===== config.mk =====
export PLATFORM = sky130hd
export DESIGN_NAME = pipe_hazard_ctrl
export DESIGN_NICKNAME = d
export VERILOG_FILES = /design/src/rtl/pipe_hazard_ctrl.sv
export SDC_FILE = /design/constraint.sdc
export NUM_CORES = 1
export LEC_CHECK = 0
export ABC_AREA = 1
export BUFFER_PORTS_ARGS = -buffer_cell sky130_fd_sc_hd__buf_2
export CAP_MARGIN = 30
export CORE_MARGIN = 2
export CORE_UTILIZATION = 48
export DETAILED_ROUTE_END_ITERATION = 16
export GPL_TIMING_DRIVEN = 0
export HOLD_SLACK_MARGIN = 0.06
export PLACE_DENSITY = 0.87
export SYNTH_ARGS = -nofsm -noshare
export SYNTH_HDL_FRONTEND = slang
export SYNTH_SLANG_ARGS = --single-unit

===== constraint.sdc =====
create_clock -name clk -period 3 [get_ports clk]
set_clock_uncertainty 0.15 [all_clocks]
set_input_delay 0.6 -clock clk [delete_from_list [all_inputs] [get_ports clk]]
set_output_delay 0.6 -clock clk [all_outputs]
set_load 0.005 [all_outputs]

===== src/rtl/pipe_hazard_ctrl.sv =====
// Pipeline hazard/sequencing controller: load-use stalls, taken-branch squashes, multi-cycle MDU occupancy.
// Outputs are combinational from state and inputs. Optional stall counter under PIPE_HAZARD_PERF_EN.
module pipe_hazard_ctrl #(
  parameter int MDU_LAT = 32,
  parameter int REGW    = 5
) (
  input  logic            clk,
  input  logic            rst_n,
  input  logic [REGW-1:0] id_rs,
  input  logic [REGW-1:0] id_rt,
  input  logic            id_uses_rt,
  input  logic            ex_mem_read,
  input  logic [REGW-1:0] ex_rd,
  input  logic            ex_branch_taken,
  input  logic            ex_mdu_start,
  output logic            pc_en,
  output logic            if_id_en,
  output logic            id_ex_en,
  output logic            ex_mem_en,
  output logic            mem_wb_en,
  output logic            if_id_flush,
  output logic            id_ex_flush,
  output logic            ex_mem_flush,
  output logic            mdu_busy,
  output logic [15:0]     stall_cnt
);

  typedef enum logic {RUN = 1'b0, MDU_WAIT = 1'b1} state_e;

  // Start cycle and release cycle bracket the MDU_WAIT countdown.
  localparam logic [7:0] CNT_INIT = 8'(MDU_LAT - 2);

  state_e     state_q;
  logic [7:0] cnt_q;
  logic       load_use;
  logic       mdu_stall;

  assign load_use = ex_mem_read && (ex_rd != '0) &&
                    ((ex_rd == id_rs) || (id_uses_rt && (ex_rd == id_rt)));

  assign mdu_stall = ((state_q == MDU_WAIT) && (cnt_q != 8'd0)) ||
                     ((state_q == RUN) && !ex_branch_taken && ex_mdu_start);

  assign mdu_busy = (state_q == MDU_WAIT);

  always_comb begin
    pc_en        = 1'b1;
    if_id_en     = 1'b1;
    id_ex_en     = 1'b1;
    ex_mem_en    = 1'b1;
    mem_wb_en    = 1'b1;
    if_id_flush  = 1'b0;
    id_ex_flush  = 1'b0;
    ex_mem_flush = 1'b0;
    if (!rst_n) begin
      pc_en        = 1'b0;
      if_id_en     = 1'b0;
      id_ex_en     = 1'b0;
      ex_mem_en    = 1'b0;
      mem_wb_en    = 1'b0;
      if_id_flush  = 1'b1;
      id_ex_flush  = 1'b1;
      ex_mem_flush = 1'b1;
    end else if (mdu_stall) begin
      // Freeze the front end; a bubble enters MEM while older work drains.
      pc_en        = 1'b0;
      if_id_en     = 1'b0;
      id_ex_en     = 1'b0;
      ex_mem_flush = 1'b1;
    end else if (state_q == RUN) begin
      if (ex_branch_taken) begin
        if_id_flush = 1'b1;
        id_ex_flush = 1'b1;
      end else if (load_use) begin
        pc_en       = 1'b0;
        if_id_en    = 1'b0;
        id_ex_flush = 1'b1;
      end
    end
  end

  always_ff @(posedge clk or negedge rst_n) begin
    if (!rst_n) begin
      state_q <= RUN;
      cnt_q   <= 8'd0;
    end else begin
      case (state_q)
        RUN: begin
          if (!ex_branch_taken && ex_mdu_start) begin
            state_q <= MDU_WAIT;
            cnt_q   <= CNT_INIT;
          end
        end
        MDU_WAIT: begin
          if (cnt_q != 8'd0) cnt_q   <= cnt_q - 8'd1;
          else               state_q <= RUN;
        end
        default: state_q <= RUN;
      endcase
    end
  end

`ifdef PIPE_HAZARD_PERF_EN
  logic [15:0] stall_cnt_q;

  always_ff @(posedge clk or negedge rst_n) begin
    if (!rst_n) begin
      stall_cnt_q <= 16'd0;
    end else if (!pc_en && (stall_cnt_q != 16'hFFFF)) begin
      stall_cnt_q <= stall_cnt_q + 16'd1;
    end
  end

  assign stall_cnt = stall_cnt_q;
`else
  assign stall_cnt = 16'd0;
`endif

endmodule


# --- Yosys cells after proc, flatten, opt, wreduce, memory -nomap -nowiden ---
# Index checks and enable logic that the tools add are counted.
word_totals:
  elab_cells: 46
  output_inout_bits: 25
  inputBits: 21
  register_bits: 9
classes:
  mux: 25
  n_reduce_logical: 13
  addsub: 1
  n_bitwise: 1
  eq_ne: 4
op_table:
  columns: ["operator", "count"]
  rows:
  - ["1-bit 2-to-1 mux", 21]
  - ["8-bit 2-to-1 mux", 2]
  - ["8-bit case mux with 2 select lines", 1]
  - ["5-bit equality test", 2]
  - ["8-bit nonzero test", 1]
  - ["8-bit by 1-bit subtractor with 8-bit output, second input constant", 1]
  - ["1-bit logical AND", 7]
  - ["5-bit nonzero test", 1]
  - ["2-bit by 1-bit inequality test with 1-bit output, second input constant", 2]
  - ["1-bit logical OR", 2]
  - ["1-bit case mux with 2 select lines", 1]
  - ["2-bit AND reduction", 1]
  - ["1-bit zero test", 1]
  - ["1-bit inverter", 1]

# --- Logic depth before layout (Yosys ltp) ---
depth:
  depth_word: 9
  mapped_depth: 10
  mapped_depth_nobuf: 9

# --- Worst setup path before layout ---
# Ideal clock, no wire load.
synth_timing:
  path_kind: "reg-to-output"
  start: "reg cnt_q[0]"
  end: "out pc_en"
  setup_slack_ns: 0.863
  path_buffers: 1
  t_required_ns: 2.250
  path_stages_with_launch: 10
  arrival_ns: 1.387
  path_cell_list: "dfrtp_1 > inv_1 > ha_1 > nand2_1 > o21ai_2 > nand2_2 > nor2_1 > nand2_1 > inv_1 > buf_4"
synth_via:
  elab_chain_len: 5
synth_rtl:
  columns: ["item", "line_no", "source"]
  rows:
  - ["start, declared", "34", "logic [7:0] cnt_q;"]
  - ["start signal, assigned", "95", "if (cnt_q != 8'd0) cnt_q <= cnt_q - 8'd1;"]
  - ["8-bit nonzero test", "41", "assign mdu_stall = ((state_q == MDU_WAIT) && (cnt_q != 8'd0)) ||"]
  - ["1-bit logical AND", "41", null]
  - ["1-bit logical OR", "41", null]
  - ["1-bit 2-to-1 mux (2 in a row)", null, null]
  - ["end, declared", "16", "output logic pc_en,"]
# Every way passes these cells.

# --- Final worst setup path ---
layout_timing:
  start: "in rst_n"
  end: "out pc_en"
layout_via:
  elab_chain_len: 1
layout_rtl:
  columns: ["item", "line_no", "source"]
  rows:
  - ["start, declared", "8", "input logic rst_n,"]
  - ["1-bit 2-to-1 mux", "55", "if (!rst_n) begin"]
# Every way passes these cells.

==> impl_metrics.py <==
metrics = {
    "critical_path": {
        "rrSetupSlack_ns": 1.27,
        "worstSetupEndpointType": "primary output",
        "path_class": "in2out",
        "reg2regPathDepth": 8,
        "path_buf_inv": 6,
        "crit_end": "pc_en",
        "required_ns": 2.25,
        "r2r_start": "cnt_q[0]",
        "cp-start-kind": "primary input",
        "slowest_stage": "dlygate4sd3_1",
        "crit_arrival_ns": 1.99,
        "crit_path_cell_trace": "dlygate4sd3_1, buf_2, inv_1, nor2_1, nand2_1, inv_1, buf_4, buf_2",
        "path_delay_family": "buffers and inverters",
        "cp_max_fo": 12,
        "worst-path-stages": 8,
        "critPathMaxStageDelay_ns": 0.53,
        "critPathLaunch": "rst_n",
        "reg2reg_to": "cnt_q[2]",
    },
    "detailed_routing": {
        "detail_route.iter0.violations": 42,
        "drc": 0,
        "drtPass1Iterations": 4,
        "antenna_left": 0,
        "wl_um": 2160,
        "wl_per_cell_um": 9.74,
        "viasPerCell": 4.46,
        "vias": 991,
    },
    "global_routing": {
        "grt_pass1_vias": 876,
        "grt_usage_pct": 21.6,
        "grt_first_pass_wirelength_um": 3440,
        "grt_max_degree": 13,
        "grt_overflow_total": 0,
        "antenna_found_initial": 0,
    },
    "cts": {
        "cts_setup_buffers": 0,
        "cts_tree": "done",
        "clk_pin_slew_ns": 0.06,
        "root_buffer": "clkbuf_4",
        "cts_buffers": 3,
        "h-tree-depth": 1,
        "insertion_delay_ns": 0.26,
        "cts.path.max_buffers": 2,
        "cts_num_sinks": 9,
    },
    "power_and_ir_drop": {
        "total_power_uw": 704,
        "power_frac_comb_pct": 53.6,
        "intPower_uw": 385,
        "peakVddDrop_mv": 0.316,
        "clkPwrFrac_pct": 13.7,
        "p_sw_share_pct": 45.3,
        "power.switching_uw": 319,
        "leakage_uw": 0.000762,
        "p_per_area_nw_per_um2": 599,
        "p_seq_share_pct": 32.7,
    },
    "yosys": {
        "ys_warn_count": 0,
        "synthFlopType": "dfrtp_1",
        "syn_area_um2": 907,
        "synth_top_area_cell": "dfrtp_1",
        "yosys-top-cells-count": "46 x nand2_1, 26 x inv_1, 19 x buf_4, 16 x nor2_1, 9 x dfrtp_1",
        "synth_area_leaders": "dfrtp_1 25%, nand2_1 19%, buf_4 16%, inv_1 11%, nor2_1 6.6%",
        "yosysMostFrequentCell": "nand2_1",
        "async_reset_ff_share_pct": 100,
        "ys_types": 19,
        "synth_cells": 148,
        "synth_edf_count": 0,
        "synth.avg_cell_area_um2": 6.13,
        "ys_seq_area_share_pct": 24.8,
        "synth_seq_cells": 9,
        "synth_top_area_share_pct": 24.8,
    },
    "floorplanning": {
        "die_area_um2": 2250,
        "rows": 15,
        "core-area_um2": 1750,
        "die_h_um": 47.5,
        "die_w_um": 47.5,
        "start_util_pct": 52.0,
        "io_pins": 46,
    },
    "placed_design": {
        "hpwl_um": 1750,
        "globalplace.congestion": 0.873,
        "numPortBuffers": 29,
        "dp_worst_setup_slack_ns": 0.650,
    },
    "final_layout": {
        "fillers": 157,
        "drive_gt1_share_pct": 27.4,
        "final_util_pct": 67.4,
        "synthToLayoutAreaGrowth_pct": 29.7,
        "final_nets": 221,
        "n_antenna_cell": 0,
    },
    "timing": {
        "hold_viol_final": 0,
        "slew_violations": 0,
        "whs_ns": 0.356,
        "finalSetupViolations": 0,
        "rsz0062_at_grt": "no",
        "post-route-period-util_pct": 91.4,
        "setup_tns_ns": 0,
        "worst_slack_ns": 0.257,
        "finalCriticalPeriod_ns": 2.74,
        "fmax_mhz": 365,
    },
    "flow_run": {
        "cap_violations": 0,
    },
    "hold_path": {
        "hold_class": "reg2reg",
    },
    "outcome": {
        "status": "complete, no violations",
    },
}
-- placed cells by master (no fill, tap or decap) --
master         instances
nand3b_1               2
ha_1                   2
nand3_1                8
conb_1                16
inv_1                 26
xnor2_1                2
dlygate4sd3_1          1
nand2_1               46
clkbuf_4               3
clkbuf_1               1
nand2_2                1
o21ai_1                3
nor3_1                 1
o21ai_0                4
a21oi_1                1
xor2_1                 2
buf_2                 29
buf_4                 19
nand4_1                3
nor2_1                16
dfrtp_1                9
o21ai_2                1
buf_6                  1
-- kinds of logic after synthesis --
kind of cell / Yosys count / share of synthesized area, %
and+or+nand+nor: 77 / 35.0
other: 1 / 0.413
DFF: 9 / 24.8
AOI/OAI and AO/OA: 9 / 5.38
adders and majority gates: 2 / 2.76
xor gates and xnor gates: 4 / 3.86
buffers and inverters: 46 / 27.7
-- sequential cells by signal (all words and copies together) (netlist names) --
signal and flops:
cnt_q 8, mdu_busy 1
-- layer usage --
layer / GRT usage (%) / wire length [µm] / vias to the layer above
li1: - / - / 509
met1: 23.7 / 802 / 420
met2: 40.8 / 1140 / 52
met3: 3.77 / 153 / 10
met4: 7.78 / 68 / 0
met5: 0 / 0 / -
-- area by class of cell --
cell class / instances / area, µm² / share of cell area, %
buffer: 20 / 154 / 13.1
clock buffer: 4 / 26.3 / 2.23
inverter: 26 / 97.6 / 8.30
multi-input combinational: 108 / 487 / 41.4
sequential: 9 / 225 / 19.1
tap: 25 / 31.3 / 2.66
timing repair buffer: 30 / 155 / 13.2
-- power by group through the flow --
stage | registers (µW) | logic (µW) | clock network (µW)
2_1_floorplan | 217 | 276 | 0
3_3_place_gp | 227 | 348 | 0
3_5_place_dp | 230 | 367 | 0
4_1_cts | 228 | 374 | 96.5
5_1_grt | 238 | 431 | 106
6_report | 230 | 377 | 96.5
-- per-stage QoR --
step           area [µm²]  std cells
2_1_floorplan         963        163
3_3_place_gp         1140        217
3_5_place_dp         1140        217
4_1_cts              1180        222
5_1_grt              1180        222
6_report             1180        222
-- how the worst min path moves through the flow --
stage	from	to	slack (ns)	depth (start not counted)
2_1_floorplan	rst_n	cnt_q[0]	0.15	0
3_3_place_gp	rst_n	cnt_q[4]	0.32	1
3_5_place_dp	rst_n	cnt_q[7]	0.33	1
4_1_cts	cnt_q[0]	cnt_q[0]	0.35	1
5_1_grt	cnt_q[0]	cnt_q[0]	0.40	1
6_report	cnt_q[0]	cnt_q[0]	0.36	1
-- worst reg2reg max path, stage by stage (launching register included) --
cell,delay (ns)
dfrtp_1,0.40
inv_1,0.15
ha_1,0.17
nand2_1,0.06
o21ai_2,0.22
nand2_2,0.13
buf_6,0.16
nand3b_1,0.07
nand3_1,0.08
-- repair_timing --
item | in CTS | in global routing
hold endpoints to repair | 9 | 0
endpoints found under the setup margin | 0 | 0
hold buffers | 1 | 0
gates resized for setup | 0 | 0
(Power assumes the default switching activity.)
